File: config.mk
export PLATFORM = sky130hd
export DESIGN_NAME = reg_bank
export DESIGN_NICKNAME = d
export VERILOG_FILES = /design/src/rtl/reg_bank.sv
export SDC_FILE = /design/constraint.sdc
export NUM_CORES = 2
export LEC_CHECK = 0
export CAP_MARGIN = 20
export CORE_MARGIN = 1
export CORE_UTILIZATION = 30
export CTS_CLUSTER_SIZE = 40
export DETAILED_ROUTE_END_ITERATION = 12
export SLEW_MARGIN = 10
export SYNTH_ARGS = -nofsm -noshare
export SYNTH_HDL_FRONTEND = slang
export SYNTH_SLANG_ARGS = --single-unit
File: constraint.sdc
create_clock -name clk -period 4.7 [get_ports clk]
set_clock_uncertainty 0.2 [all_clocks]
set_input_delay 0.94 -clock clk [delete_from_list [all_inputs] [get_ports clk]]
set_output_delay 0.94 -clock clk [all_outputs]
set_load 0.05 [all_outputs]
File: src/rtl/reg_bank.sv
// 32 x DATA_W MIPS register bank: two combinational read ports and one synchronous write port.
// $zero is hardwired and $sp is preloaded on reset. Define REG_BANK_BYPASS_EN for write-through reads.
module reg_bank_cell #(
  parameter int              DATA_W  = 32,
  parameter logic [DATA_W-1:0] RST_VAL = '0
) (
  input  logic              clk,
  input  logic              reset_n,
  input  logic              we,
  input  logic [DATA_W-1:0] d,
  output logic [DATA_W-1:0] q
);
  always_ff @(posedge clk or negedge reset_n) begin
    if (!reset_n)  q <= RST_VAL;
    else if (we)   q <= d;
  end
endmodule

module reg_bank #(
  parameter int DATA_W   = 32,
  parameter int ADDR_W   = 5,
  parameter int SP_IDX   = 29,
  parameter int SP_RESET = 227
) (
  input  logic              clk,
  input  logic              reset_n,
  input  logic              RegWrite,
  input  logic [ADDR_W-1:0] ReadReg1,
  input  logic [ADDR_W-1:0] ReadReg2,
  input  logic [ADDR_W-1:0] WriteReg,
  input  logic [DATA_W-1:0] WriteData,
  output logic [DATA_W-1:0] ReadData1,
  output logic [DATA_W-1:0] ReadData2,
  output logic              last_wr_valid,
  output logic [ADDR_W-1:0] last_wr_addr
);
  localparam int NREG = 1 << ADDR_W;

  logic                         wr_en;
  logic [NREG-1:0][DATA_W-1:0]  regs;

  assign wr_en   = RegWrite && (WriteReg != '0);
  assign regs[0] = '0;

  // Index 0 has no storage; every other index gets its own cell.
  generate
    for (genvar i = 1; i < NREG; i++) begin : g_cell
      reg_bank_cell #(
        .DATA_W  (DATA_W),
        .RST_VAL ((i == SP_IDX) ? DATA_W'(SP_RESET) : '0)
      ) u_cell (
        .clk     (clk),
        .reset_n (reset_n),
        .we      (wr_en && (WriteReg == ADDR_W'(i))),
        .d       (WriteData),
        .q       (regs[i])
      );
    end
  endgenerate

  always_comb begin
    ReadData1 = regs[ReadReg1];
    ReadData2 = regs[ReadReg2];
`ifdef REG_BANK_BYPASS_EN
    // wr_en already excludes index 0, so $zero never forwards.
    if (wr_en && (ReadReg1 == WriteReg)) ReadData1 = WriteData;
    if (wr_en && (ReadReg2 == WriteReg)) ReadData2 = WriteData;
`endif
    if (ReadReg1 == '0) ReadData1 = '0;
    if (ReadReg2 == '0) ReadData2 = '0;
  end

  always_ff @(posedge clk or negedge reset_n) begin
    if (!reset_n) begin
      last_wr_valid <= 1'b0;
      last_wr_addr  <= '0;
    end else begin
      last_wr_valid <= wr_en;
      if (wr_en) last_wr_addr <= WriteReg;
    end
  end
endmodule

==> impl_metrics.tcl <==
set metrics [dict create \
    critPathMaxStageDelay_ns 0.61 \
    portBuffers 119 \
    grt_overflow 0 \
    critPathTopFamily "buffers and inverters" \
    finalSetupTns_ns 0 \
    io_pins 120 \
    cts_buffer_depth 3 \
    dieArea_sq_mm 0.180 \
    ant_nets 0 \
    met2_length_microns 87400 \
    yosysTopAreaCellShare 0.464 \
    max-cap-violations 0 \
    p_total_mw 26.5 \
    syn_area_sq_mm 0.0535 \
    combPwrFrac 0.230 \
    wl_per_cell_microns 29.0 \
    ys_ff_latch 998 \
    reg2reg_to "g_cell[13].u_cell.q[1]" \
    rsz0062_at_grt "no" \
    row_count 154 \
    period_share 0.956 \
    r2r_setup_slack_ns 3.69 \
    ir_drop_mv 0.263 \
    post_cts_resized 0 \
    drive_gt1_frac 0.544 \
    cts_root_buf "clkbuf_16" \
    grt_pass1_vias 35400 \
    syn_nets 3597 \
    grt_max_degree 118 \
    status "complete, no violations" \
    synth.area.top_cells "dfrtp_1 (46%), mux2_2 (22%), mux4_2 (18%)" \
    required_ns 3.56 \
    cts-buffers-inserted 104 \
    area_delta_synth_final_pct 17.0 \
    power.density_mw_per_mm2 423 \
    min_path_type "reg -> reg" \
    yosysMostFrequentCell "mux2_2" \
    setup_viol 0 \
    top_layer "met5" \
    r2r.worst_path.cells 1 \
    async_flop_share 1.00 \
    grt_pass1_wl_microns 259000 \
    worstHoldPathCells 2 \
    fin_crit_ns 4.49 \
    synth_common_cells "mux2_2 (1,061), dfrtp_1 (993), mux4_2 (438)" \
    dp_hpwl_microns 105000 \
    maxSlewHeadroom 0.226 \
    drt-total-wl_microns 175000 \
    hold_path_end "last_wr_addr[1]" \
    clock_power_share 0.336 \
    max_freq_mhz 223 \
    ys.warnings.count 0 \
    grtUsageTotal 0.195 \
    nFillCells 16800 \
    synthFlopType "dfrtp_1" \
    p_sw_frac 0.281 \
    grt_antenna_before_repair 12 \
    via_count 33800 \
    first_iter_violations 2485 \
    p_switching_mw 7.43 \
    wl_met1_microns 71900 \
    gp_congestion 0.809 \
    synth_top_area_cell "dfrtp_1" \
    cp.arrival_ns 3.35 \
    worstSetupEndpointType "output pin" \
    finalNetCount 3655 \
    die_x_microns 424 \
    die_y_microns 424 \
    critPathBufInv 5 \
    path_cells "buf_8 > buf_12 > nand2_1 > buf_4 > o22ai_1 > nor3_1 > a221oi_1 > buf_4 > buf_12" \
    fin_util 0.354 \
    synth_cell_types 44 \
    syn_inst 3547 \
    worst_pin_slew_ns 1.16 \
    ys_seq_area_frac 0.467 \
    dr.pass1.iters 5 \
    finalMaxSlewViolations 0 \
    min-delay-start "last_wr_addr[1]" \
    critical_path_class "in -> out" \
    wl_met3_microns 9450 \
    p_int_mw 19.1 \
    drc_errors 0 \
    cp_slowest_cell "a221oi_1" \
    crit_path_start_kind "input port" \
    numClockSinks 998 \
    finalHoldViolCount 0 \
    h-tree-depth 3 \
    tritoncts "done" \
    synth_area_per_cell_sq_um 15.1 \
    clk_pin_slew_ns 0.06 \
    initial_core_util 0.303 \
    p_leak_nw 26.5 \
    place_inst 5825 \
    core_area_sq_mm 0.177 \
    r2r_start "g_cell[13].u_cell.q[1]" \
    worstSkewPairLatency_ns 0.70 \
    vias_per_cell 5.60 \
    stdcell_count 6035 \
    synth_edf_count 0 \
    seqPwrFrac 0.434 \
    worstPathMaxFanout 29 \
]
==> through the flow <==
stage	hold slack [ns]	worst slack, ns	cell area (sq um)
5_1_grt	0.310	0.191	62600
3_3_place_gp	0.261	0.210	58800
4_1_cts	0.290	0.196	62400
3_5_place_dp	0.273	0.205	58800
2_1_floorplan	0.270	0.290	53500
6_report	0.281	0.207	62600
==> routing by layer <==
| layer | up-vias | track usage |
|---|---|---|
| met2 | 1119 | 0.330 |
| li1 | 13900 | - |
| met5 | - | 0 |
| met1 | 18500 | 0.251 |
| met4 | 12 | 0.0711 |
| met3 | 313 | 0.0314 |
==> sequential cells by signal, indices dropped and copies added (netlist names) <==
name	flops
last_wr_addr	5
g_cell.u_cell.q	992
last_wr_valid	1
==> cell families (layout without fill, tap and decap cells) <==
kind of cell,count (synthesis),in the layout,share of synthesized area
mux,1682,1682,0.442
flops,998,998,0.467
buf+inv,387,532,0.0354
simple gates,274,274,0.0239
compound gates,206,206,0.0320
other cells,0,3,0
==> worst max path at each step <==
| stage | from | endpoint | slack (ns) | depth (start not counted) |
|---|---|---|---|---|
| finish | ReadReg2[1] | ReadData2[8] | 0.21 | 9 |
| global route | ReadReg2[1] | ReadData2[1] | 0.19 | 9 |
| CTS | ReadReg2[4] | ReadData2[1] | 0.20 | 7 |
| detailed placement | ReadReg2[4] | ReadData2[1] | 0.21 | 7 |
| global placement | ReadReg2[4] | ReadData2[1] | 0.21 | 7 |
| floorplan | ReadReg2[0] | ReadData2[27] | 0.29 | 7 |
==> power groups by stage <==
| stage | clock [mW] | sequential, mW | combinational, mW |
|---|---|---|---|
| after floorplan | 0 | 11.2 | 4.44 |
| after global placement | 0 | 11.5 | 6.02 |
| after detailed placement | 0 | 11.6 | 6.12 |
| after CTS | 9.07 | 11.5 | 6.14 |
| after global routing | 9.41 | 11.7 | 6.50 |
| final | 8.90 | 11.5 | 6.11 |
==> cell usage in the layout, fill, tap and decap left out, drive strengths merged, types with 6 or more instances in the layout <==
| cell type | synthesis | routed |
|---|---|---|
| nor2 | 69 | 69 |
| mux2i | 176 | 176 |
| a221oi | 57 | 57 |
| o21ai | 11 | 11 |
| inv | 4 | 6 |
| clkinv | 1 | 27 |
| clkdlybuf4s50 | 0 | 46 |
| a32oi | 19 | 19 |
| nor2b | 40 | 40 |
| buf | 219 | 287 |
| a221o | 12 | 12 |
| mux4 | 438 | 438 |
| a31oi | 12 | 12 |
| or3 | 6 | 6 |
| nor3 | 44 | 44 |
| nand2b | 17 | 17 |
| nand2 | 88 | 88 |
| clkbuf | 163 | 149 |
| mux2 | 1068 | 1068 |
| o32a | 17 | 17 |
| o22ai | 23 | 23 |
| bufinv | 0 | 13 |
| o31a | 19 | 19 |
| o221ai | 17 | 17 |
| dfrtp | 993 | 993 |
==> timing repair <==
action                                 4_1_cts  5_1_grt
endpoints found under the hold margin       33        0
buffers inserted                             0        0
hold buffers                                 1        0
==> layout make-up <==
type / count / area [sq um] / share of cell area
multi-input combinational: 2162 / 26900 / 0.430
sequential: 998 / 25000 / 0.399
timing repair buffer: 334 / 4130 / 0.0659
clock buffer: 149 / 3080 / 0.0491
tap: 2340 / 2930 / 0.0468
clock inverter: 44 / 576 / 0.00919
inverter: 5 / 23.8 / 0.000380
antenna: 3 / 7.51 / 0.000120
No activity file was read; power rests on OpenSTA's default activity.
